`config.mk`:
```
export PLATFORM = sky130hd
export DESIGN_NAME = uart_protocol_host_flat
export DESIGN_NICKNAME = d
export VERILOG_FILES = /design/src/rtl/uart_protocol_host_if.sv /design/src/rtl/uart_protocol_host.sv /design/src/flat_wrapper.sv
export SDC_FILE = /design/constraint.sdc
export NUM_CORES = 1
export LEC_CHECK = 0
export BUFFER_PORTS_ARGS = -buffer_cell sky130_fd_sc_hd__buf_2
export CAP_MARGIN = 10
export CELL_PAD_IN_SITES_DETAIL_PLACEMENT = 0
export CELL_PAD_IN_SITES_GLOBAL_PLACEMENT = 2
export CORE_AREA = 2 2 129 131
export CTS_BUF_LIST = sky130_fd_sc_hd__clkbuf_16
export CTS_CLUSTER_SIZE = 28
export DETAILED_ROUTE_END_ITERATION = 8
export DIE_AREA = 0 0 131 133
export MAX_ROUTING_LAYER = met4
export PLACE_DENSITY_LB_ADDON = 0.3
export SKIP_LAST_GASP = 1
export SYNTH_ARGS = -nofsm -noshare
export SYNTH_HDL_FRONTEND = slang
export SYNTH_SLANG_ARGS = --single-unit
```
`constraint.sdc`:
```
create_clock -name i_clk -period 6.55 [get_ports i_clk]
set_input_delay 1.31 -clock i_clk [delete_from_list [all_inputs] [get_ports i_clk]]
set_output_delay 1.31 -clock i_clk [all_outputs]
set_load 0.01 [all_outputs]
```
`src/rtl/uart_protocol_host_if.sv`:
```
// Request/response and UART character signals of uart_protocol_host, bundled
// for the host engine (master) and the protocol initiator (slave).
interface uart_protocol_host_if;
  logic        i_req;
  logic [1:0]  i_op;
  logic [15:0] i_addr;
  logic [7:0]  i_wdat;
  logic        o_busy;
  logic        o_done;
  logic        o_err;
  logic [7:0]  o_rdat;
  logic        i_uart_send_ready;
  logic        o_uart_send_pulse;
  logic [7:0]  o_uart_dat;
  logic        i_uart_received_pulse;
  logic [7:0]  i_uart_dat;

  modport slave (
    input  i_req, i_op, i_addr, i_wdat,
    input  i_uart_send_ready, i_uart_received_pulse, i_uart_dat,
    output o_busy, o_done, o_err, o_rdat,
    output o_uart_send_pulse, o_uart_dat
  );

  modport master (
    output i_req, i_op, i_addr, i_wdat,
    output i_uart_send_ready, i_uart_received_pulse, i_uart_dat,
    input  o_busy, o_done, o_err, o_rdat,
    input  o_uart_send_pulse, o_uart_dat
  );
endinterface

```
`src/rtl/uart_protocol_host.sv`:
```
// Host initiator for the ASCII protocol L<addr4>/W<dat2>/R/*; sequential-address
// skipping is built only when UART_PROTOCOL_HOST_ADDR_CACHE_EN is defined.
module uart_protocol_host #(
  parameter int unsigned TIMEOUT_CYCLES = 32'd100000
) (
  input  logic                 i_clk,
  input  logic                 i_reset_n,
  uart_protocol_host_if.slave  bus
);

  typedef enum logic [2:0] {
    ST_IDLE, ST_SEND_L, ST_SEND_A, ST_SEND_CMD, ST_SEND_D, ST_GAP, ST_WAIT_R, ST_DONE
  } state_t;

  function automatic logic [7:0] hex_enc(input logic [3:0] nib);
    if (nib < 4'd10) return 8'h30 + {4'h0, nib};
    else             return 8'h57 + {4'h0, nib};
  endfunction

  // Returns {valid, nibble}; only '0'-'9' and 'a'-'f' are valid.
  function automatic logic [4:0] hex_dec(input logic [7:0] ch);
    if (ch >= 8'h30 && ch <= 8'h39)      return {1'b1, ch[3:0]};
    else if (ch >= 8'h61 && ch <= 8'h66) return {1'b1, ch[3:0] + 4'd9};
    else                                 return 5'h00;
  endfunction

  state_t      state_r, state_s, ret_r, ret_s;
  logic [1:0]  idx_r, idx_s, op_r, op_s;
  logic [15:0] addr_r, addr_s;
  logic [7:0]  wdat_r, wdat_s, rdat_r, rdat_s;
  logic        err_r, err_s, got_hi_r, got_hi_s;
  logic [3:0]  hi_r, hi_s, addr_nib_s;
  logic [31:0] cnt_r, cnt_s;
  logic        pulse_s, cache_hit_s;
  logic [7:0]  tx_dat_s;
  logic [4:0]  dec_s;

  assign dec_s = hex_dec(bus.i_uart_dat);

  // Address nibble currently being sent, MSB first.
  always_comb begin
    addr_nib_s = 4'h0;
    case (idx_r)
      2'd0:    addr_nib_s = addr_r[15:12];
      2'd1:    addr_nib_s = addr_r[11:8];
      2'd2:    addr_nib_s = addr_r[7:4];
      2'd3:    addr_nib_s = addr_r[3:0];
      default: addr_nib_s = 4'h0;
    endcase
  end

  // Next-state, datapath next values and the combinational send strobe.
  always_comb begin
    state_s  = state_r;  ret_s  = ret_r;  idx_s  = idx_r;   op_s = op_r;
    addr_s   = addr_r;   wdat_s = wdat_r; rdat_s = rdat_r;  err_s = err_r;
    got_hi_s = got_hi_r; hi_s   = hi_r;   cnt_s  = cnt_r;
    pulse_s  = 1'b0;     tx_dat_s = 8'h00;
    case (state_r)
      ST_IDLE: begin
        if (bus.i_req) begin
          op_s = bus.i_op; addr_s = bus.i_addr; wdat_s = bus.i_wdat;
          err_s = 1'b0; cnt_s = 32'd0; got_hi_s = 1'b0;
          case (bus.i_op)
            2'd0, 2'd1: state_s = cache_hit_s ? ST_SEND_CMD : ST_SEND_L;
            2'd2:       state_s = ST_SEND_CMD;
            default: begin
              state_s = ST_DONE;
              err_s   = 1'b1;
            end
          endcase
        end else begin
          state_s = ST_IDLE;
        end
      end
      ST_SEND_L: begin
        tx_dat_s = 8'h4c;
        if (bus.i_uart_send_ready) begin
          pulse_s = 1'b1; idx_s = 2'd0; ret_s = ST_SEND_A; state_s = ST_GAP;
        end else begin
          state_s = ST_SEND_L;
        end
      end
      ST_SEND_A: begin
        tx_dat_s = hex_enc(addr_nib_s);
        if (bus.i_uart_send_ready) begin
          pulse_s = 1'b1;
          idx_s   = idx_r + 2'd1;
          ret_s   = (idx_r == 2'd3) ? ST_SEND_CMD : ST_SEND_A;
          state_s = ST_GAP;
        end else begin
          state_s = ST_SEND_A;
        end
      end
      ST_SEND_CMD: begin
        case (op_r)
          2'd0:    tx_dat_s = 8'h52;
          2'd1:    tx_dat_s = 8'h57;
          default: tx_dat_s = 8'h2a;
        endcase
        if (bus.i_uart_send_ready) begin
          pulse_s = 1'b1;
          // Last character of a read or remote reset needs no gap: no pulse follows.
          case (op_r)
            2'd0: begin
              state_s = ST_WAIT_R; cnt_s = 32'd0; got_hi_s = 1'b0;
            end
            2'd1: begin
              idx_s = 2'd0; ret_s = ST_SEND_D; state_s = ST_GAP;
            end
            default: begin
              state_s = ST_DONE; err_s = 1'b0;
            end
          endcase
        end else begin
          state_s = ST_SEND_CMD;
        end
      end
      ST_SEND_D: begin
        tx_dat_s = idx_r[0] ? hex_enc(wdat_r[3:0]) : hex_enc(wdat_r[7:4]);
        if (bus.i_uart_send_ready) begin
          pulse_s = 1'b1;
          if (idx_r[0]) begin
            state_s = ST_DONE; err_s = 1'b0;
          end else begin
            idx_s = 2'd1; ret_s = ST_SEND_D; state_s = ST_GAP;
          end
        end else begin
          state_s = ST_SEND_D;
        end
      end
      ST_GAP: state_s = ret_r;
      ST_WAIT_R: begin
        if (bus.i_uart_received_pulse) begin
          cnt_s = 32'd0;
          if (!dec_s[4]) begin
            state_s = ST_DONE; err_s = 1'b1;
          end else if (got_hi_r) begin
            rdat_s = {hi_r, dec_s[3:0]}; state_s = ST_DONE; err_s = 1'b0;
          end else begin
            hi_s = dec_s[3:0]; got_hi_s = 1'b1;
          end
        end else if ((TIMEOUT_CYCLES != 32'd0) && (cnt_r + 32'd1 >= TIMEOUT_CYCLES)) begin
          state_s = ST_DONE; err_s = 1'b1; cnt_s = cnt_r + 32'd1;
        end else begin
          cnt_s = cnt_r + 32'd1;
        end
      end
      ST_DONE: state_s = ST_IDLE;
      default: state_s = ST_IDLE;
    endcase
  end

  // State and datapath registers.
  always_ff @(posedge i_clk) begin
    if (!i_reset_n) begin
      state_r <= ST_IDLE; ret_r <= ST_IDLE; idx_r <= 2'd0; op_r <= 2'd0;
      addr_r <= 16'h0000; wdat_r <= 8'h00; rdat_r <= 8'h00; err_r <= 1'b0;
      got_hi_r <= 1'b0; hi_r <= 4'h0; cnt_r <= 32'd0;
    end else begin
      state_r <= state_s; ret_r <= ret_s; idx_r <= idx_s; op_r <= op_s;
      addr_r <= addr_s; wdat_r <= wdat_s; rdat_r <= rdat_s; err_r <= err_s;
      got_hi_r <= got_hi_s; hi_r <= hi_s; cnt_r <= cnt_s;
    end
  end

`ifdef UART_PROTOCOL_HOST_ADDR_CACHE_EN
  logic        cache_valid_r, cache_valid_s;
  logic [15:0] next_addr_r, next_addr_s;

  assign cache_hit_s = cache_valid_r && (bus.i_addr == next_addr_r);

  // Success arms the cache with addr+1; read errors and remote reset clear it.
  always_comb begin
    cache_valid_s = cache_valid_r;
    next_addr_s   = next_addr_r;
    if ((state_s == ST_DONE) && (state_r != ST_DONE)) begin
      if (!op_s[1] && !err_s) begin
        cache_valid_s = 1'b1;
        next_addr_s   = addr_r + 16'd1;
      end else if ((op_s == 2'd2) || ((op_s == 2'd0) && err_s)) begin
        cache_valid_s = 1'b0;
      end else begin
        cache_valid_s = cache_valid_r;
      end
    end else begin
      cache_valid_s = cache_valid_r;
    end
  end

  // Address cache registers.
  always_ff @(posedge i_clk) begin
    if (!i_reset_n) begin
      cache_valid_r <= 1'b0;
      next_addr_r   <= 16'h0000;
    end else begin
      cache_valid_r <= cache_valid_s;
      next_addr_r   <= next_addr_s;
    end
  end
`else
  assign cache_hit_s = 1'b0;
`endif

  assign bus.o_busy            = (state_r != ST_IDLE);
  assign bus.o_done            = (state_r == ST_DONE);
  assign bus.o_err             = err_r;
  assign bus.o_rdat            = rdat_r;
  assign bus.o_uart_send_pulse = pulse_s;
  assign bus.o_uart_dat        = tx_dat_s;

endmodule

```
`src/flat_wrapper.sv`:
```
// flat-port wrapper written by rule: the top's interface ports become plain ports
module uart_protocol_host_flat 
#(
  parameter int unsigned TIMEOUT_CYCLES = 32'd100000
)
  (i_clk, i_reset_n, bus_i_req, bus_i_op, bus_i_addr, bus_i_wdat, bus_i_uart_send_ready, bus_i_uart_received_pulse, bus_i_uart_dat, bus_o_busy, bus_o_done, bus_o_err, bus_o_rdat, bus_o_uart_send_pulse, bus_o_uart_dat);
  uart_protocol_host_if bus_i ();
  input  logic i_clk;
  input  logic i_reset_n;
  input wire logic [$bits(bus_i.i_req)-1:0] bus_i_req;
  input wire logic [$bits(bus_i.i_op)-1:0] bus_i_op;
  input wire logic [$bits(bus_i.i_addr)-1:0] bus_i_addr;
  input wire logic [$bits(bus_i.i_wdat)-1:0] bus_i_wdat;
  input wire logic [$bits(bus_i.i_uart_send_ready)-1:0] bus_i_uart_send_ready;
  input wire logic [$bits(bus_i.i_uart_received_pulse)-1:0] bus_i_uart_received_pulse;
  input wire logic [$bits(bus_i.i_uart_dat)-1:0] bus_i_uart_dat;
  output wire logic [$bits(bus_i.o_busy)-1:0] bus_o_busy;
  output wire logic [$bits(bus_i.o_done)-1:0] bus_o_done;
  output wire logic [$bits(bus_i.o_err)-1:0] bus_o_err;
  output wire logic [$bits(bus_i.o_rdat)-1:0] bus_o_rdat;
  output wire logic [$bits(bus_i.o_uart_send_pulse)-1:0] bus_o_uart_send_pulse;
  output wire logic [$bits(bus_i.o_uart_dat)-1:0] bus_o_uart_dat;
  assign bus_i.i_req = bus_i_req;
  assign bus_i.i_op = bus_i_op;
  assign bus_i.i_addr = bus_i_addr;
  assign bus_i.i_wdat = bus_i_wdat;
  assign bus_i.i_uart_send_ready = bus_i_uart_send_ready;
  assign bus_i.i_uart_received_pulse = bus_i_uart_received_pulse;
  assign bus_i.i_uart_dat = bus_i_uart_dat;
  assign bus_o_busy = bus_i.o_busy;
  assign bus_o_done = bus_i.o_done;
  assign bus_o_err = bus_i.o_err;
  assign bus_o_rdat = bus_i.o_rdat;
  assign bus_o_uart_send_pulse = bus_i.o_uart_send_pulse;
  assign bus_o_uart_dat = bus_i.o_uart_dat;
  uart_protocol_host #(.TIMEOUT_CYCLES(TIMEOUT_CYCLES)) u_core (.i_clk(i_clk), .i_reset_n(i_reset_n), .bus(bus_i));
endmodule
```
# ---- After elaboration in Yosys (flattened, before gate mapping)
# Cells that the tools add are included.
dict set report classes {
  reduce_logical 23
  shift 0
  n_mul 0
  n_eq_ne 27
  n_bitwise 1
  add_sub_neg 9
  div_mod_pow 0
  mux 61
  magnitude_cmp 8
}
# cell count
set ops {}
lappend ops {{2-to-1 mux 32 bit} 4}
lappend ops {{one-hot mux 32 bit (3 select lines)} 1}
lappend ops {{2-to-1 mux 3 bit} 14}
lappend ops {{adder 32 x 1 -> 32 bit (second input constant)} 1}
lappend ops {{>= comparator 32 x 17 -> 1 bit (second input constant)} 1}
lappend ops {{2-to-1 mux 8 bit} 4}
lappend ops {{one-hot mux 8 bit (4 select lines)} 1}
lappend ops {{adder 7 x 4 -> 8 bit (first input constant)} 3}
lappend ops {{one-hot mux 3 bit (8 select lines)} 1}
lappend ops {{adder 6 x 4 -> 7 bit (first input constant)} 3}
lappend ops {{!= test 2 bit (second input constant)} 10}
lappend ops {{2-to-1 mux 1 bit} 18}
lappend ops {{2-to-1 mux 2 bit} 8}
lappend ops {{one-hot mux 4 bit (4 select lines)} 1}
lappend ops {{one-hot mux 7 bit (2 select lines)} 1}
lappend ops {{== test 3 bit (second input constant)} 4}
lappend ops {{< comparator 4 bit (second input constant)} 3}
lappend ops {{one-hot mux 3 bit (4 select lines)} 1}
lappend ops {{AND reduction 4 bit} 3}
lappend ops {{AND reduction 6 bit} 2}
lappend ops {{2-to-1 mux 5 bit} 2}
lappend ops {{>= comparator 8 x 6 -> 1 bit (second input constant)} 1}
lappend ops {{>= comparator 8 x 7 -> 1 bit (second input constant)} 1}
lappend ops {{less-or-equal comparator 8 x 6 -> 1 bit (second input constant)} 1}
lappend ops {{27 further kinds} 40}
dict set report word_totals {
  ff_bits 80
  latchBits 0
  word_cells 141
  ramBits 0
  n_memories 0
  rom_bits 0
}

# ---- Longest topological paths before layout
# Gate-level depths: netlist of the first run.
dict set report depth {
  ltp_word 7
  depth_mapped 10
  mapped_depth_nobuf 9
}

# ---- Least setup slack after synthesis of the first run
# OpenSTA, ideal clock, no wires.
dict set report synth_path {
  kind {input port to flip-flop}
  from {input port bus_i_uart_dat[0]}
  to {register u_core.err_r (netlist: u_core.bus.o_err)}
  slack_ns 3.028
  stages 10
  t_arrival_ns 3.462
  required_ns 6.490
  n_path_buf 1
  cell_sequence {inv_1 ha_1 nor3b_1 or4_1 a211oi_1 nor2b_1 clkbuf_1 nor2_1 o31ai_1 a32o_1}
}
dict set report synth_between {
  elab_chain_cells 7
  elab_cells_between_ends 13
  cone_classes {order compare (4); eq/ne (1); mux (5); reduce/logical (3)}
}
# item line
set synth_rtl {}
lappend synth_rtl {{from (decl)} flat_wrapper.sv:16} ;# input wire logic [$bits(bus_i.i_uart_dat)-1:0] bus_i_uart_dat;
lappend synth_rtl {{>= comparator 8 x 7 -> 1 bit / less-or-equal comparator 8 x 7 -> 1 bit (equally long branches)} uart_protocol_host.sv:23} ;# else if (ch >= 8'h61 && ch <= 8'h66) return {1'b1, ch[3:0] + 4'd9};
lappend synth_rtl {{logical AND 1 bit} uart_protocol_host.sv:23}
lappend synth_rtl {{2-to-1 mux 5 bit} uart_protocol_host.sv:23}
lappend synth_rtl {{2-to-1 mux 5 bit *} uart_protocol_host.sv:22} ;# if (ch >= 8'h30 && ch <= 8'h39) return {1'b1, ch[3:0]};
lappend synth_rtl {{2-to-1 mux 1 bit} uart_protocol_host.sv:135} ;# if (!dec_s[4]) begin
lappend synth_rtl {{2-to-1 mux 1 bit} uart_protocol_host.sv:133} ;# if (bus.i_uart_received_pulse) begin
lappend synth_rtl {{one-hot mux 1 bit (4 select lines)} uart_protocol_host.sv:58} ;# case (state_r)
lappend synth_rtl {{to (signal assigned)} uart_protocol_host.sv:161} ;# addr_r <= addr_s; wdat_r <= wdat_s; rdat_r <= rdat_s; err_r <= err_s;
lappend synth_rtl {{to (decl)} uart_protocol_host.sv:31} ;# logic err_r, err_s, got_hi_r, got_hi_s;
# Every way passes the cells marked *; elsewhere a longest branch is shown, timed or not.
# A chain may end at the register's enable or synchronous reset.

# ---- Worst setup path after layout of the first run
dict set report layout_path {
  from {register u_core.idx_r[0]}
  to {output port bus_o_uart_dat[2]}
}
dict set report layout_between {
  elab_chain_cells 5
  elab_cells_between_ends 11
  cone_classes {add/sub (2); order compare (1); eq/ne (3); mux (4); reduce/logical (1)}
}
# item line
set layout_rtl {}
lappend layout_rtl {{from (decl)} uart_protocol_host.sv:28} ;# logic [1:0] idx_r, idx_s, op_r, op_s;
lappend layout_rtl {{from (signal assigned)} uart_protocol_host.sv:160} ;# state_r <= state_s; ret_r <= ret_s; idx_r <= idx_s; op_r <= op_s;
lappend layout_rtl {{== test 2 bit (tied with other cells)} uart_protocol_host.sv:43} ;# case (idx_r)
lappend layout_rtl {{one-hot mux 4 bit (4 select lines)} uart_protocol_host.sv:43}
lappend layout_rtl {{adder 7 x 4 -> 8 bit (tied with other cells)} uart_protocol_host.sv:17} ;# else return 8'h57 + {4'h0, nib};
lappend layout_rtl {{2-to-1 mux 8 bit} uart_protocol_host.sv:16} ;# if (nib < 4'd10) return 8'h30 + {4'h0, nib};
lappend layout_rtl {{one-hot mux 8 bit (4 select lines) *} uart_protocol_host.sv:58}
lappend layout_rtl {{to (decl)} flat_wrapper.sv:22} ;# output wire logic [$bits(bus_i.o_uart_dat)-1:0] bus_o_uart_dat;
# Marked as above.

==> results of run 1 <==
-- sequential cells by signal (all words and copies together) (netlist names) --
name               flops
u_core.cnt_r          32
u_core.op_r            2
u_core.idx_r           2
u_core.addr_r         16
u_core.got_hi_r        1
u_core.hi_r            4
u_core.wdat_r          8
u_core.bus.o_rdat      8
u_core.ret_r           3
u_core.state_r         3
u_core.bus.o_err       1
-- power by group --
group          total (mW)  internal [mW]  switching, mW  leakage, nW
Combinational       0.239         0.0890          0.150         1.31
Sequential          0.546          0.509         0.0369        0.649
Clock               0.528          0.300          0.229        0.143
-- cell usage after synthesis (10+ instances only) --
master,instances
o21ai_0,48
nor2b_1,21
nand4_1,13
ha_1,11
dfxtp_1,80
xnor2_1,11
a31oi_1,13
clkbuf_1,41
nor2_1,40
nand3_1,26
nor3_1,10
inv_1,21
a21oi_1,49
nand2_1,115
a21boi_0,43
-- cells by family after synthesis --
| kind of cell | Yosys count | synth area share [%] |
|---|---|---|
| mux | 6 | 1.19 |
| fa+ha+maj | 11 | 2.73 |
| simple gates | 297 | 29.8 |
| compound gates | 207 | 27.0 |
| other cells | 1 | 0.0744 |
| flops | 80 | 31.8 |
| xor+xnor | 12 | 2.09 |
| buf+inv | 70 | 5.34 |
-- cell usage in the layout, fill, tap and decap left out, types with 5 or more instances in the layout --
cell	synthesis	final
nand4_1	13	13
nand2b_1	6	6
buf_4	1	5
a21oi_1	49	49
nand3_1	26	26
nand2_1	115	115
and3_1	9	9
dfxtp_1	80	80
nor2_1	40	40
o211ai_1	5	5
xnor2_1	11	11
or3_1	8	8
a31oi_1	13	13
buf_2	2	57
ha_1	11	11
o21a_1	5	5
nor3_1	10	10
mux2i_1	6	6
nor4_1	9	9
a21boi_0	43	43
o21ai_0	48	48
inv_1	21	21
nand4b_1	5	5
nor2b_1	21	21
clkbuf_16	0	9
and2_1	8	8
-- critical path, cell delays in order (launching register included) --
cell and delay [ns]:
dfxtp_1 0.62, inv_1 0.26, ha_1 0.32, a222oi_1 0.30, nand2_1 0.09, o21ai_0 0.16, ha_1 0.25, nand3_1 0.09
xnor2_1 0.14, o21ai_0 0.15, buf_2 0.15
-- final cells by class --
class | instances | share of cell area [%]
Clock buffer | 9 | 3.91
Clock inverter | 7 | 1.39
Multi-Input combinational cell | 534 | 55.2
Sequential cell | 80 | 27.8
Inverter | 21 | 1.37
Timing Repair Buffer | 62 | 5.60
Tap cell | 220 | 4.77
-- routing by layer --
metal | global-route usage, % | routed length, um | share of wire (%)
met5 | - | 0 | 0
met4 | 5.79 | 182 | 1.2
met3 | 2.39 | 545 | 3.7
met2 | 26.0 | 6560 | 44
met1 | 25.5 | 7640 | 51
-- stage by stage --
step / utilization (%) / std cells / power [mW] / hold WS [ns]
final: 35.7 / 933 / 1.31 / 0.456
after global placement: 33.8 / 917 / 0.795 / 0.444
after detailed placement: 33.8 / 917 / 0.796 / 0.445
after CTS: 35.7 / 933 / 1.33 / 0.456
after global routing: 35.7 / 933 / 1.38 / 0.491
after floorplan: - / 684 / 0.709 / 0.424
-- path summary, 6_finish.rpt --
path | slack [ns] | endpoint | cells after the start
max | 2.36 | bus_o_uart_dat[2] | 10
min reg2reg | 0.46 | u_core.ret_r[2]$_SDFFE_PN0P_ | 2
max reg2reg | 3.18 | u_core.bus.o_err$_SDFFE_PN0P_ | 7
min | 0.46 | u_core.ret_r[2]$_SDFFE_PN0P_ | 2
==> flow_summary_export.csv, run 1 <==
group,metric,value,unit
synthesis,yosys-top-cells-area,"dfxtp_1 32%, nand2_1 8.6%, a21boi_0 6.4%, a21oi_1 4.9%, o21ai_0 4.8%",
timing,rsz0062_at_grt,"false",
place,place_area,5460,sq um
worst_setup_path,crit_fanout,14,
synthesis,yosys.area.top_type,"dfxtp_1",
layout,antennaDiodeCount,0,
cts,cts.sinks,80,
synthesis,synth_cell_types,68,
flow_run,maxCapViolCount,0,
synthesis,synth_top_cell_area_share,31.8,%
die,die_h,133,um
global_routing,track_usage,17.9,%
cts,clockRootBuffer,"clkbuf_16",
cts,cts_tree,"yes",
routing,drtIter0Drc,429,
worst_setup_path,start_kind,"register",
worst_setup_path,cp.arrival,2.88,ns
layout,fillers,1728,
die,core-area,16200,sq um
timing,maxSlewViolCount,0,
cts,clk_latency,0.35,ns
synthesis,synthArstFlopShare,0,%
layout,fin_nets,758,
synthesis,synth_area,5040,sq um
cts,post_cts_buffers,0,
worst_setup_path,crit_start,"u_core.idx_r[0]$_SDFFE_PN0P_",
synthesis,syn_area_per_cell,7.37,sq um
routing,viasPerCell,5.41,
synthesis,syn_inst,684,
run_status,status,"finished clean",
routing,wl,14900,um
layout,fin_area,5770,sq um
timing,finalHoldViolCount,0,
die,die-area,17400,sq um
cts,post_cts_resize_count,0,
synthesis,yosysSeqAreaShare,31.8,%
layout,ff_latch_area,1600,sq um
worst_setup_path,worstPathRequired,5.24,ns
worst_setup_path,rr_startpoint,"u_core.cnt_r[2]$_SDFFE_PN0P_",
timing,fin_skew,0.00483,ns
place,place_congestion,0.808,
worst_setup_path,crit_type,"reg2out",
timing,post-route-min-period,4.19,ns
routing,firstDrtPassIters,5,
place,io_buffer_count,57,
power,powerDensity,228,nW/um^2
global_routing,grt_pass1_wl,24300,um
cts,clock_path_buffers,2,
timing,final.setup.worst_slack,2.36,ns
die,ios,59,
synthesis,synth-warning-count,0,
cts,cts_max_level,3,
cts,clk_pin_slew,0.07,ns
cts,hold_buffers,0,
routing,drc,0,
place,dpl.hpwl,10200,um
layout,syn_to_final_growth,14.5,%
cts,cts_made_buffers,9,
min_path,min_from,"u_core.ret_r[2]$_SDFFE_PN0P_",
global_routing,grt_remaining_overflow,0,
global_routing,grt_start_max_net_pins,82,
die,start_util,31.2,%
min_path,hold_path.class,"reg2reg",
timing,tightestPinTransition,1.07,ns
timing,relSlewSlack,28.3,%
routing,routedWlPerCell,16.0,um
timing,period_share,64.0,%
power,power_leakage,2.10,nW
synthesis,synth-seq-cells,80,
power,peakVddDrop,0.136,mV
timing,setup_viol,0,
synthesis,synth_top_flop_cell,"dfxtp_1",
die,die_x,131,um
layout,multi_input_area,3180,sq um
timing,fmax,239,MHz
worst_setup_path,critPathCaptureType,"output pin",
die,num_rows,47,
layout,drive_gt1_share,12.8,%
global_routing,grt_pass1_vias,4682,
global_routing,antenna_found_initial,0,
place,dp_slack,2.38,ns
synthesis,synth_edf_count,0,
routing,vias,5045,
synthesis,synth_nets,734,
routing,postRouteAntennaNets,0,
timing,tns,0,ns
No activity file was read; power rests on OpenSTA's default activity.
==> run 2: changes to the inputs <==
==> constraint.sdc (replaced) <==
create_clock -name i_clk -period 4 [get_ports i_clk]
set_input_delay 0.8 -clock i_clk [delete_from_list [all_inputs] [get_ports i_clk]]
set_output_delay 0.8 -clock i_clk [all_outputs]
set_load 0.01 [all_outputs]
==> run 2 against run 1 <==
Effect of this change: critical path depth stayed put; first-iteration DRC count is 15% lower; flip-flop and latch count stayed put; cell count is 0.54% higher; combinational power is 77% higher; sequential power is 58% higher; critical endpoint is now bus_o_uart_dat[0]; largest power group unchanged; highest routed layer unchanged.
==> flow_summary_export.csv, run 2 (synthesized netlist as in run 1, its figures left out) <==
group,metric,value,unit
run_status,status,"finished clean",
worst_setup_path,path_buf_inv,2,
layout,final_common_cell,"nand2_1",
layout,final_util,35.8,%
layout,biggestRegsByFlops,"u_core.cnt_r (32), u_core.addr_r (16)",
worst_setup_path,cpLargestDelayFamily,"compound AO/OA/AOI/OAI gates",
routing,drtIter0Drc,364,
timing,final.setup.worst_slack,0.477,ns
routing,vias,5018,
timing,finalHoldViolCount,0,
worst_setup_path,crit_fanout,14,
cts,clk_pin_slew,0.07,ns
routing,postRouteAntennaNets,0,
worst_setup_path,crit_slowest_cell,"dfxtp_2",
cts,clk_latency,0.35,ns
power,power_leakage,2.12,nW
worst_setup_path,crit_type,"reg2out",
power,peakVddDrop,0.201,mV
cts,cts_made_buffers,9,
timing,period_share,88.1,%
global_routing,antenna_found_initial,0,
worst_setup_path,critPathCaptureType,"output pin",
place,dp_slack,0.644,ns
place,place_congestion,0.787,
timing,fmax,284,MHz
cts,clockRootBuffer,"clkbuf_16",
flow_run,maxCapViolCount,0,
worst_setup_path,critical-path-max-stage-delay,0.50,ns
layout,fillers,1729,
timing,maxSlewViolCount,0,
timing,relSlewSlack,24.3,%
global_routing,grt_start_max_net_pins,50,
routing,drc,0,
cts,clock_path_buffers,2,
timing,rsz0062_at_grt,"false",
power,powerDensity,366,nW/um^2
global_routing,track_usage,17.5,%
routing,viasPerCell,5.35,
routing,routedWlPerCell,15.6,um
layout,layout_common_cells,"115 x nand2_1, 79 x dfxtp_1, 57 x buf_2, 49 x a21oi_1, 48 x o21ai_0",
timing,tightestPinTransition,1.13,ns
die,core-area,16200,sq um
timing,fin_skew,0.00862,ns
die,num_rows,47,
cts,cts_max_level,3,
worst_setup_path,cp_common_cell,"nand2_1",
place,io_buffer_count,57,
layout,syn_to_final_growth,14.9,%
worst_setup_path,start_kind,"register",
routing,wl,14600,um
global_routing,grt_pass1_vias,4670,
place,dpl.hpwl,10200,um
timing,setup_viol,0,
worst_setup_path,worstPathRequired,3.20,ns
die,die_h,133,um
cts,cts_tree,"yes",
global_routing,grt_pass1_wl,23900,um
die,ios,59,
layout,drive_gt1_share,13.5,%
global_routing,grt_remaining_overflow,0,
die,start_util,31.2,%
layout,antennaDiodeCount,0,
layout,max_flop_register,"u_core.cnt_r",
timing,tns,0,ns
worst_setup_path,cp.arrival,2.72,ns
min_path,hold_path.class,"reg2reg",
layout,fin_nets,763,
die,die-area,17400,sq um
layout,largest_register_ffs,32,
cts,cts.sinks,80,
worst_setup_path,crit_chain,"inv_1 -> ha_1 -> a222oi_1 -> a21o_1 -> nand2_1 -> nand2_1 -> xor2_1 -> o211ai_1 -> o21ai_0 -> buf_2",
die,die_x,131,um
routing,firstDrtPassIters,7,
timing,post-route-min-period,3.52,ns
## run 2: cell count changes in the layout (fill, tap and decap cells not counted), sizes merged
cell | before | now
buf | 62 | 67
bufinv | 1 | 0
clkinv | 2 | 0
clkinvlp | 2 | 1
inv | 23 | 27
## run 2: metrics by stage
stage               cell area (sq um)  power, mW  instances  hold slack (ns)
global placement                 5500       1.30        922            0.451
finish                           5790       2.12        938            0.471
global route                     5790       2.23        938            0.499
detailed placement               5500       1.31        922            0.463
CTS                              5790       2.15        938            0.473
floorplan                        5040       1.16        684            0.424
## run 2: cell type report
class	instances	area (sq um)	area share, %
Clock buffer	9	225	3.89
Clock inverter	7	65.1	1.12
Inverter	21	78.8	1.36
Multi-Input combinational cell	534	3180	55.0
Sequential cell	80	1600	27.7
Tap cell	220	275	4.75
Timing Repair Buffer	67	360	6.22
## run 2: per-layer routing
layer  wire length, um  GRT usage (%)  vias up  part of all wire, %
met2              6480           24.9      108                   44
met5                 0              -        -                    0
met3               524           2.18        8                  3.6
met4               156           5.32        0                  1.1
met1              7450           25.7     2382                   51
li1                  -              -     2520                    -
## run 2: worst paths after layout
path,slack [ns],cells after the start,from,endpoint
worst max-delay path,0.48,10,u_core.idx_r[0]$_SDFFE_PN0P_,bus_o_uart_dat[0]
worst min-delay path,0.47,2,u_core.wdat_r[0]$_SDFFE_PN0P_,u_core.wdat_r[0]$_SDFFE_PN0P_
worst max register to register,0.76,7,u_core.cnt_r[7]$_SDFFE_PN0P_,u_core.bus.o_err$_SDFFE_PN0P_
worst min register to register,0.47,2,u_core.wdat_r[0]$_SDFFE_PN0P_,u_core.wdat_r[0]$_SDFFE_PN0P_
## run 2: power by group
group,switching (mW),internal [mW],leakage [nW]
Sequential,0.0308,0.834,0.649
Clock,0.394,0.439,0.141
Combinational,0.271,0.151,1.33
## run 2: repair_timing
action	4_1_cts	5_1_grt
endpoints found under the setup margin	0	2
gates resized for setup	0	1
buffers inserted	0	0
hold buffers	0	0
## run 2: worst reg2reg max path: cells and delay by family, from the launching register on
kind               cells  cell delay, ns
DFF                    1            0.52
and+or+nand+nor        5            2.13
AOI/OAI and AO/OA      2            0.49
